--- src/rtl/sort3_pkg.sv ---
// Shared widths and round-robin pointer helper for the sort3 arbiter slice.
package sort3_pkg;

  localparam int unsigned BYTE_W   = 8;
  localparam int unsigned TRIPLE_W = 3 * BYTE_W;

  // Pointer moves one past the granted requester, wrapping at nreq.
  function automatic int unsigned next_rr(input int unsigned grant_idx, input int unsigned nreq);
    return (grant_idx + 32'd1 >= nreq) ? 32'd0 : grant_idx + 32'd1;
  endfunction

endpackage

--- src/rtl/sort3_stage.sv ---
// Sorter stage: registers a raw triple with its pairwise compare flags,
// then picks largest/middle/smallest from those flags.
module sort3_stage
  import sort3_pkg::*;
#(
  parameter int unsigned IDW = 2
) (
  input  logic                clk,
  input  logic                rst,
  input  logic                load_i,
  input  logic                adv_i,
  input  logic [TRIPLE_W-1:0] triple_i,
  input  logic [IDW-1:0]      id_i,
  output logic                valid_o,
  output logic [BYTE_W-1:0]   l_o,
  output logic [BYTE_W-1:0]   m_o,
  output logic [BYTE_W-1:0]   s_o,
  output logic [IDW-1:0]      id_o
);

  logic              valid_q, valid_d;
  logic [BYTE_W-1:0] a_q, b_q, c_q;
  logic              ab_q, bc_q, ca_q;
  logic [IDW-1:0]    id_q;

  // A same-cycle load wins over the advance that empties the stage.
  assign valid_d = load_i | (valid_q & ~adv_i);

  always_ff @(posedge clk) begin
    if (rst) begin
      valid_q <= 1'b0;
      a_q     <= '0;
      b_q     <= '0;
      c_q     <= '0;
      ab_q    <= 1'b0;
      bc_q    <= 1'b0;
      ca_q    <= 1'b0;
      id_q    <= '0;
    end else begin
      valid_q <= valid_d;
      if (load_i) begin
        a_q  <= triple_i[2*BYTE_W +: BYTE_W];
        b_q  <= triple_i[BYTE_W +: BYTE_W];
        c_q  <= triple_i[0 +: BYTE_W];
        ab_q <= triple_i[2*BYTE_W +: BYTE_W] > triple_i[BYTE_W +: BYTE_W];
        bc_q <= triple_i[BYTE_W +: BYTE_W] > triple_i[0 +: BYTE_W];
        ca_q <= triple_i[0 +: BYTE_W] > triple_i[2*BYTE_W +: BYTE_W];
        id_q <= id_i;
      end
    end
  end

  assign l_o     = ab_q ? (ca_q ? c_q : a_q) : (bc_q ? b_q : c_q);
  assign m_o     = ab_q ? (bc_q ? b_q : (ca_q ? a_q : c_q)) : (bc_q ? (ca_q ? c_q : a_q) : b_q);
  assign s_o     = ab_q ? (bc_q ? c_q : b_q) : (ca_q ? a_q : c_q);
  assign valid_o = valid_q;
  assign id_o    = id_q;

endmodule

--- src/rtl/sort3_arbiter.sv ---
// Round-robin front end sharing one two-stage 3-byte sorter between NREQ
// requesters; results leave on one valid/ready port tagged with requester ID.
module sort3_arbiter
  import sort3_pkg::*;
#(
  parameter int unsigned NREQ = 4,
  parameter int unsigned IDW  = 2
) (
  input  logic                     clk,
  input  logic                     rst,
  input  logic [NREQ-1:0]          req_valid,
  input  logic [TRIPLE_W*NREQ-1:0] req_data,
  output logic [NREQ-1:0]          req_ready,
  output logic                     out_valid,
  input  logic                     out_ready,
  output logic [BYTE_W-1:0]        out_L,
  output logic [BYTE_W-1:0]        out_M,
  output logic [BYTE_W-1:0]        out_S,
  output logic [IDW-1:0]           out_id,
  output logic                     busy
);

  logic [IDW-1:0]      rr_ptr_q, rr_ptr_d;
  logic                out_valid_q, out_valid_d;
  logic [BYTE_W-1:0]   out_l_q, out_l_d, out_m_q, out_m_d, out_s_q, out_s_d;
  logic [IDW-1:0]      out_id_q, out_id_d;

  logic                s1_valid, s2_free_c, s1_adv_c, can_accept_c, hs_c;
  logic                found_c;
  logic [IDW-1:0]      grant_idx_c;
  logic [BYTE_W-1:0]   st_l, st_m, st_s;
  logic [IDW-1:0]      st_id;
  logic [TRIPLE_W-1:0] trip_c [NREQ];

  for (genvar g = 0; g < NREQ; g++) begin : g_trip
    assign trip_c[g] = req_data[g*TRIPLE_W +: TRIPLE_W];
  end

  assign s2_free_c    = !out_valid_q || out_ready;
  assign s1_adv_c     = s1_valid && s2_free_c;
  assign can_accept_c = !s1_valid || s1_adv_c;

  // First valid requester at or after rr_ptr, wrapping modulo NREQ.
  always_comb begin
    int unsigned idx;
    found_c     = 1'b0;
    grant_idx_c = '0;
    idx         = 32'd0;
    for (int unsigned k = 0; k < NREQ; k++) begin
      idx = 32'(rr_ptr_q) + k;
      if (idx >= NREQ) idx = idx - NREQ;
      if (!found_c && req_valid[IDW'(idx)]) begin
        found_c     = 1'b1;
        grant_idx_c = IDW'(idx);
      end
    end
  end

  always_comb begin
    req_ready = '0;
    if (can_accept_c && found_c) req_ready[grant_idx_c] = 1'b1;
  end

  assign hs_c     = |req_ready;
  assign rr_ptr_d = hs_c ? IDW'(next_rr(32'(grant_idx_c), NREQ)) : rr_ptr_q;

  sort3_stage #(.IDW(IDW)) u_stage (
    .clk      (clk),
    .rst      (rst),
    .load_i   (hs_c),
    .adv_i    (s1_adv_c),
    .triple_i (trip_c[grant_idx_c]),
    .id_i     (grant_idx_c),
    .valid_o  (s1_valid),
    .l_o      (st_l),
    .m_o      (st_m),
    .s_o      (st_s),
    .id_o     (st_id)
  );

  // Output register: refilled from S1 whenever it drains or is empty.
  always_comb begin
    out_valid_d = out_valid_q;
    out_l_d     = out_l_q;
    out_m_d     = out_m_q;
    out_s_d     = out_s_q;
    out_id_d    = out_id_q;
    if (s1_adv_c) begin
      out_valid_d = 1'b1;
      out_l_d     = st_l;
      out_m_d     = st_m;
      out_s_d     = st_s;
      out_id_d    = st_id;
    end else if (out_ready) begin
      out_valid_d = 1'b0;
    end
  end

  always_ff @(posedge clk) begin
    if (rst) begin
      rr_ptr_q    <= '0;
      out_valid_q <= 1'b0;
      out_l_q     <= '0;
      out_m_q     <= '0;
      out_s_q     <= '0;
      out_id_q    <= '0;
    end else begin
      rr_ptr_q    <= rr_ptr_d;
      out_valid_q <= out_valid_d;
      out_l_q     <= out_l_d;
      out_m_q     <= out_m_d;
      out_s_q     <= out_s_d;
      out_id_q    <= out_id_d;
    end
  end

  assign out_valid = out_valid_q;
  assign out_L     = out_l_q;
  assign out_M     = out_m_q;
  assign out_S     = out_s_q;
  assign out_id    = out_id_q;
  assign busy      = s1_valid || out_valid_q;

endmodule

--- config.mk ---
export PLATFORM = sky130hd
export DESIGN_NAME = sort3_arbiter
export DESIGN_NICKNAME = d
export VERILOG_FILES = /design/src/rtl/sort3_pkg.sv /design/src/rtl/sort3_stage.sv /design/src/rtl/sort3_arbiter.sv
export SDC_FILE = /design/constraint.sdc
export NUM_CORES = 1
export LEC_CHECK = 0
export ABC_AREA = 1
export CAP_MARGIN = 10
export CORE_UTILIZATION = 53
export DETAILED_ROUTE_END_ITERATION = 10
export PLACE_DENSITY = 0.95
export SLEW_MARGIN = 20
export SYNTH_ARGS = -nofsm -noshare
export SYNTH_HDL_FRONTEND = slang
export SYNTH_SLANG_ARGS = --single-unit
--- constraint.sdc ---
create_clock -name clk -period 5.85 [get_ports clk]
set_input_delay 1.17 -clock clk [delete_from_list [all_inputs] [get_ports clk]]
set_output_delay 1.17 -clock clk [all_outputs]
set_load 0.02 [all_outputs]
==> Word-level counts from Yosys, hierarchy flattened <==
Cells that the tools add are included.
{ "classes": {"n_eq_ne": 0, "n_bitwise": 4, "div": 0, "addsub": 8, "mul": 0, "reduce_logical": 16, "shift": 0, "mux": 38, "n_lt_le_gt_ge": 15} }
{ "ops": {"columns": ["cell", "count"], "rows": [
  ["8-bit two-way mux", 9],
  ["24-bit binary-select mux with 2-bit select", 1],
  ["24-bit two-way mux", 2],
  ["8-bit greater-than comparator", 3],
  ["2-bit two-way mux", 9],
  ["3-bit >= comparator, second input constant", 5],
  ["2-bit by 3-bit less-than comparator with 1-bit output, second input constant", 5],
  ["1-bit two-way mux", 11],
  ["1-bit binary-select mux with 2-bit select", 4],
  ["2-bit by 1-bit subtractor with 2-bit output, second input constant", 4],
  ["2-bit by 1-bit adder with 3-bit output, second input constant", 2],
  ["2-bit by 2-bit adder with 3-bit output, second input constant", 2],
  ["1-bit logical AND", 6],
  ["1-bit zero test", 5],
  ["4-bit two-way mux", 1],
  ["4-bit OR reduction", 1],
  ["2-bit by 3-bit >= comparator with 1-bit output, second input constant", 1],
  ["1-bit logical OR", 3],
  ["2-bit NOT with 3-bit output", 1],
  ["1-bit demux with 2-bit select", 1],
  ["2-bit by 1-bit >= comparator with 1-bit output, second input constant", 1],
  ["2-bit nonzero test", 1],
  ["1-bit AND", 1],
  ["1-bit NOT", 1],
  ["1-bit bitwise OR", 1]
]} }
{ "totals": {"latch_bits": 0, "rom_bits": 0, "wordCells": 95, "ram_bits": 0, "memories": 0, "inputBits": 103, "reg_bits": 59} }

==> Longest topological paths before layout <==
{ "depth": {"depth_word": 21, "depth_mapped": 25} }

==> Modules after synthesis <==
From an unflattened synthesis, not the netlist that was laid out.
{ "unflattened": {"hier_cells": 771, "hier_area_um2": 4609.4} }
{ "by_module_without_submodules": {"columns": ["module", "seq_area_each_um2", "area_per_inst_um2", "n_inst", "cells_each"], "rows": [
  ["sort3_stage", 600.6, 2391.0, 1, 385],
  ["sort3_arbiter", 580.6, 2218.4, 1, 386]
]} }

==> Worst setup path before layout <==
No wires, ideal clock.
{ "synth_path": {"kind": "input-to-output", "start": "input port req_valid[3]", "end": "output port req_ready[3]", "t_arrival_ps": 2757, "required_time_ps": 4680, "path_buffers": 2, "slack_ps": 1923, "stages": 13, "cell_sequence": "inv_1 nand2_1 nand3_2 nand2_4 inv_2 nand3_2 nand3_4 inv_4 buf_6 buf_2 ha_1 inv_1 nor2_1"} }
{ "synth_via": {"elab_chain_len": 17} }
{ "synth_rtl": {"columns": ["element", "line_no", "source"], "rows": [
  ["from (decl)", "sort3_arbiter.sv:11", "input logic [NREQ-1:0] req_valid,"],
  ["1-bit binary-select mux with 2-bit select", "sort3_arbiter.sv:52", "if (!found_c && req_valid[IDW'(idx)]) begin"],
  ["1-bit two-way mux (implied by the code)", "sort3_arbiter.sv:52", null],
  ["1-bit two-way mux", "sort3_arbiter.sv:52", null],
  ["1-bit zero test", "sort3_arbiter.sv:52", null],
  ["1-bit logical AND", "sort3_arbiter.sv:52", null],
  ["1-bit two-way mux", "sort3_arbiter.sv:52", null],
  ["1-bit zero test", "sort3_arbiter.sv:52", null],
  ["1-bit logical AND", "sort3_arbiter.sv:52", null],
  ["[... 2 more ...]", null, null],
  ["1-bit logical AND", "sort3_arbiter.sv:52", null],
  ["2-bit two-way mux *", "sort3_arbiter.sv:52", null],
  ["net grant_idx_c[0]", "sort3_arbiter.sv:30", "logic [IDW-1:0] grant_idx_c;"],
  ["2-bit by 3-bit less-than comparator with 1-bit output (implied by the code) or 2-bit by 1-bit >= comparator with 1-bit output (tied branches)", "sort3_arbiter.sv:61", "if (can_accept_c && found_c) req_ready[grant_idx_c] = 1'b1;"],
  ["1-bit logical AND (implied by the code)", "sort3_arbiter.sv:61", null],
  ["1-bit two-way mux (implied by the code)", "sort3_arbiter.sv:61", null],
  ["1-bit demux with 2-bit select *", "sort3_arbiter.sv:61", null],
  ["4-bit two-way mux *", "sort3_arbiter.sv:61", null],
  ["to (decl)", "sort3_arbiter.sv:13", "output logic [NREQ-1:0] req_ready,"]
]} }
Mark *: on every way through the listed nets, which the timed path passes. The rest lies on a longest branch. The select of a mux whose other input is x is not followed.

==> Final worst setup path <==
{ "layout_path": {"start": "input port req_valid[0]", "end": "output port req_ready[1]"} }
{ "layout_via": {"elab_chain_len": 17} }
{ "layout_rtl": {"columns": ["element", "line_no"], "rows": [
  ["1-bit binary-select mux with 2-bit select", "sort3_arbiter.sv:52"],
  ["1-bit two-way mux (implied by the code)", "sort3_arbiter.sv:52"],
  ["1-bit two-way mux", "sort3_arbiter.sv:52"],
  ["1-bit zero test", "sort3_arbiter.sv:52"],
  ["1-bit logical AND", "sort3_arbiter.sv:52"],
  ["1-bit two-way mux", "sort3_arbiter.sv:52"],
  ["1-bit zero test", "sort3_arbiter.sv:52"],
  ["1-bit logical AND", "sort3_arbiter.sv:52"],
  ["1-bit two-way mux", "sort3_arbiter.sv:52"],
  ["1-bit zero test", "sort3_arbiter.sv:52"],
  ["1-bit logical AND", "sort3_arbiter.sv:52"],
  ["2-bit two-way mux", "sort3_arbiter.sv:52"],
  ["2-bit by 3-bit less-than comparator with 1-bit output (implied by the code) or 2-bit by 1-bit >= comparator with 1-bit output (tied branches)", "sort3_arbiter.sv:61"],
  ["1-bit logical AND (implied by the code)", "sort3_arbiter.sv:61"],
  ["1-bit two-way mux (implied by the code)", "sort3_arbiter.sv:61"],
  ["1-bit demux with 2-bit select", "sort3_arbiter.sv:61"],
  ["4-bit two-way mux *", "sort3_arbiter.sv:61"]
]} }
Mark *: on every way between the ends. The rest lies on a longest branch, timed or not. The select of a mux whose other input is x is not followed.

==> impl_metrics.sql <==
INSERT INTO impl_metrics (metric_group, metric, value, unit) VALUES
('status', 'run_status', 'completed', ''),
('drt', 'drtIter0Drc', '398', ''),
('cts', 'ctsResizeCount', '0', ''),
('critical_path', 'worst_setup_path_end_kind', 'output pin', ''),
('critical_path', 'slowest_stage_delay_on_critical_path', '630', 'ps'),
('die', 'core_area', '8678', 'um2'),
('global_route', 'grt_start_max_net_pins', '64', ''),
('critical_path', 'rr_worst_depth', '21', ''),
('synth', 'synth-async-reset-ratio', '0', '%'),
('critical_path', 'cp_common_cell', 'sky130_fd_sc_hd__inv_1', ''),
('synth', 'synth_largest_type_area_fraction', '24.95', '%'),
('die', 'die_width', '96.52', 'um'),
('drt', 'vias', '5235', ''),
('cts', 'clockRootBuffer', 'sky130_fd_sc_hd__clkbuf_8', ''),
('drt', 'postRouteAntennaNets', '0', ''),
('sta', 'achievable_frequency', '205.2', 'MHz'),
('cts', 'cts_num_sinks', '59', ''),
('sta', 'period_share', '83.32', '%'),
('critical_path', 'critical_path_depth', '13', ''),
('final_layout', 'drive_above_1_share', '7.621', '%'),
('placement', 'place.gp.congestion', '0.8680', ''),
('worst_hold_path', 'hold-path-cell-count', '2', ''),
('sta', 'slew-limit-headroom', '33.32', '%'),
('final_layout', 'fin_nets', '988', ''),
('global_route', 'wire_length_of_the_first_global_routing_pass', '20800', 'um'),
('critical_path', 'crit_arrival', '3700', 'ps'),
('cts', 'htree_levels', '3', ''),
('synth', 'synth_cells', '755', ''),
('sta', 'worst_clock_skew', '7.814', 'ps'),
('cts', 'tritoncts_clock_tree', 'done', ''),
('synth', 'synth.avg_cell_area', '6.271', 'um2'),
('drt', 'number_of_remaining_drc_errors', '0', ''),
('synth', 'synth_area_leader_cell', 'sky130_fd_sc_hd__dfxtp_1', ''),
('critical_path', 'launch_point_of_the_worst_reg_to_reg_path', 'rr_ptr_q[0]', ''),
('global_route', 'grt-ovfl-total', '0', ''),
('synth', 'number_of_flops_mapped_to_enable_cells_by_yosys', '0', ''),
('synth', 'yosys.cell_count.top_type', 'sky130_fd_sc_hd__nand2_1', ''),
('critical_path', 'critical_path_class', 'in2out', ''),
('sta', 'tightest_slew', '998.9', 'ps'),
('global_route', 'antenna_found_initial', '0', ''),
('cts', 'hold_buffers', '0', ''),
('final_layout', 'antenna-diode-count', '0', ''),
('worst_hold_path', 'hold_path_class', 'reg2reg', ''),
('synth', 'synth_seq_area_share', '24.95', '%'),
('critical_path', 'cp_max_fo', '37', ''),
('synth', 'synthTopCellsByArea', 'sky130_fd_sc_hd__dfxtp_1 25%, sky130_fd_sc_hd__nand2_1 15%, sky130_fd_sc_hd__o21ai_0 8.5%, sky130_fd_sc_hd__o211ai_1 8.4%, sky130_fd_sc_hd__inv_1 8.3%', ''),
('worst_hold_path', 'hp-start', 'u_stage.id_o[0]', ''),
('synth', 'synthesis.nets', '882', ''),
('sta', 'setup_violations', '0', ''),
('die', 'num_io_pins', '135', ''),
('cts', 'cts_setup_buffers', '0', ''),
('critical_path', 'timing.critical_path.buf_inv', '6', ''),
('sta', 'setup_total_negative_slack', '0', 'ps'),
('die', 'floorplan.initialDensity', '54.56', '%'),
('drt', 'routed_wirelength', '12500', 'um'),
('die', 'die-height', '96.52', 'um'),
('critical_path', 'critPathRequiredTime', '4680', 'ps'),
('critical_path', 'critPathLaunch', 'req_valid[0]', ''),
('synth', 'yosys_warnings', '0', ''),
('synth', 'yosys.cell_types.count', '40', ''),
('sta', 'finalHoldViolations', '0', ''),
('placement', 'numPortBuffers', '134', ''),
('critical_path', 'timing.critical_path.from_type', 'primary input', ''),
('sta', 'slew_violations', '0', ''),
('sta', 'layout_min_cycle_time', '4874', 'ps'),
('drt', 'detailedRoute.firstPassIterationCount', '5', ''),
('synth', 'mappedNetlistArea', '4735', 'um2'),
('drt', 'average_via_count_per_standard_cell', '5.375', ''),
('critical_path', 'timing.critical_path.max_delay_family', 'buffers and inverters', ''),
('die', 'standard_cell_row_count', '34', ''),
('critical_path', 'slowest_stage', 'sky130_fd_sc_hd__clkdlybuf4s50_1', '');
final cells by class:
class                      instances  area (um2)  share of cell area [%]
multi-input combinational        532        2882                   46.44
inverter                         121       456.7                   7.360
clock inverter                     5       27.53                  0.4436
sequential                        59        1181                   19.04
tap                              108       135.1                   2.178
timing repair buffer             138        1371                   22.10
clock buffer                      11       151.4                   2.440
worst register-to-register path: cells and delay by family (launching register included):
family,cells,cell delay [ps]
DFF,1,600
adders and majority gates,1,330
AOI/OAI and AO/OA,4,380
buffers and inverters,4,960
and+or+nand+nor,12,1580
registers in the layout, summed over array words and instances, names as in the netlist:
register and count:
out_L 8, out_M 8, out_S 8, out_id 2, out_valid 1, rr_ptr_q 2, u_stage.a_q 8, u_stage.ab_q 1
u_stage.b_q 8, u_stage.bc_q 1, u_stage.c_q 8, u_stage.ca_q 1, u_stage.id_o 2, u_stage.valid_o 1
logic make-up after synthesis:
kind of cell	synth area share [%]
DFF	24.95
buffers and inverters	14.19
AOI/OAI and AO/OA	26.67
and+or+nand+nor	27.85
adders and majority gates	6.343
stage by stage:
step | setup slack, ps | hold WS [ps] | utilization (%) | cell area [um2] | instances
2_1_floorplan | 1923 | 429.7 | - | 4735 | 755
6_report | 976.0 | 475.1 | 71.50 | 6205 | 974
3_5_place_dp | 987.8 | 453.1 | 69.43 | 6026 | 958
4_1_cts | 982.5 | 472.0 | 71.50 | 6205 | 974
5_1_grt | 664.6 | 485.1 | 71.50 | 6205 | 974
3_3_place_gp | 1072 | 444.3 | 69.43 | 6026 | 958
worst paths after layout:
path	slack (ps)	to
max	980	req_ready[1]
min	480	u_stage.id_o[0]
max reg2reg	1880	u_stage.ca_q
min reg2reg	480	u_stage.id_o[0]
layer usage:
layer  wire length (um)  global-route usage, %
met3                801                  5.399
met1               5193                  33.62
met2               6234                  51.29
met4                269                  8.578
met5                  0                      0
cell usage in the layout, fill, tap and decap left out, types with 7 or more instances in the layout:
cell                              netlist  routed
sky130_fd_sc_hd__inv_1                105     104
sky130_fd_sc_hd__o21ai_1               22      22
sky130_fd_sc_hd__or2_1                 10      10
sky130_fd_sc_hd__inv_2                 13      14
sky130_fd_sc_hd__a21oi_1               54      54
sky130_fd_sc_hd__nand3_1               29      29
sky130_fd_sc_hd__o211ai_1              53      53
sky130_fd_sc_hd__nand2_2               10      10
sky130_fd_sc_hd__dfxtp_1               59      59
sky130_fd_sc_hd__nor2_1                19      19
sky130_fd_sc_hd__nand2_1              189     189
sky130_fd_sc_hd__or2_2                  7       7
sky130_fd_sc_hd__ha_1                  24      24
sky130_fd_sc_hd__nand4_1                7       7
sky130_fd_sc_hd__clkbuf_8               0      11
sky130_fd_sc_hd__clkdlybuf4s50_1        0     134
sky130_fd_sc_hd__o21ai_0               80      80
Power is left out: the tool's default activity adds up to more than one toggle a clock period on the data nets, which glitch-free logic cannot reach.
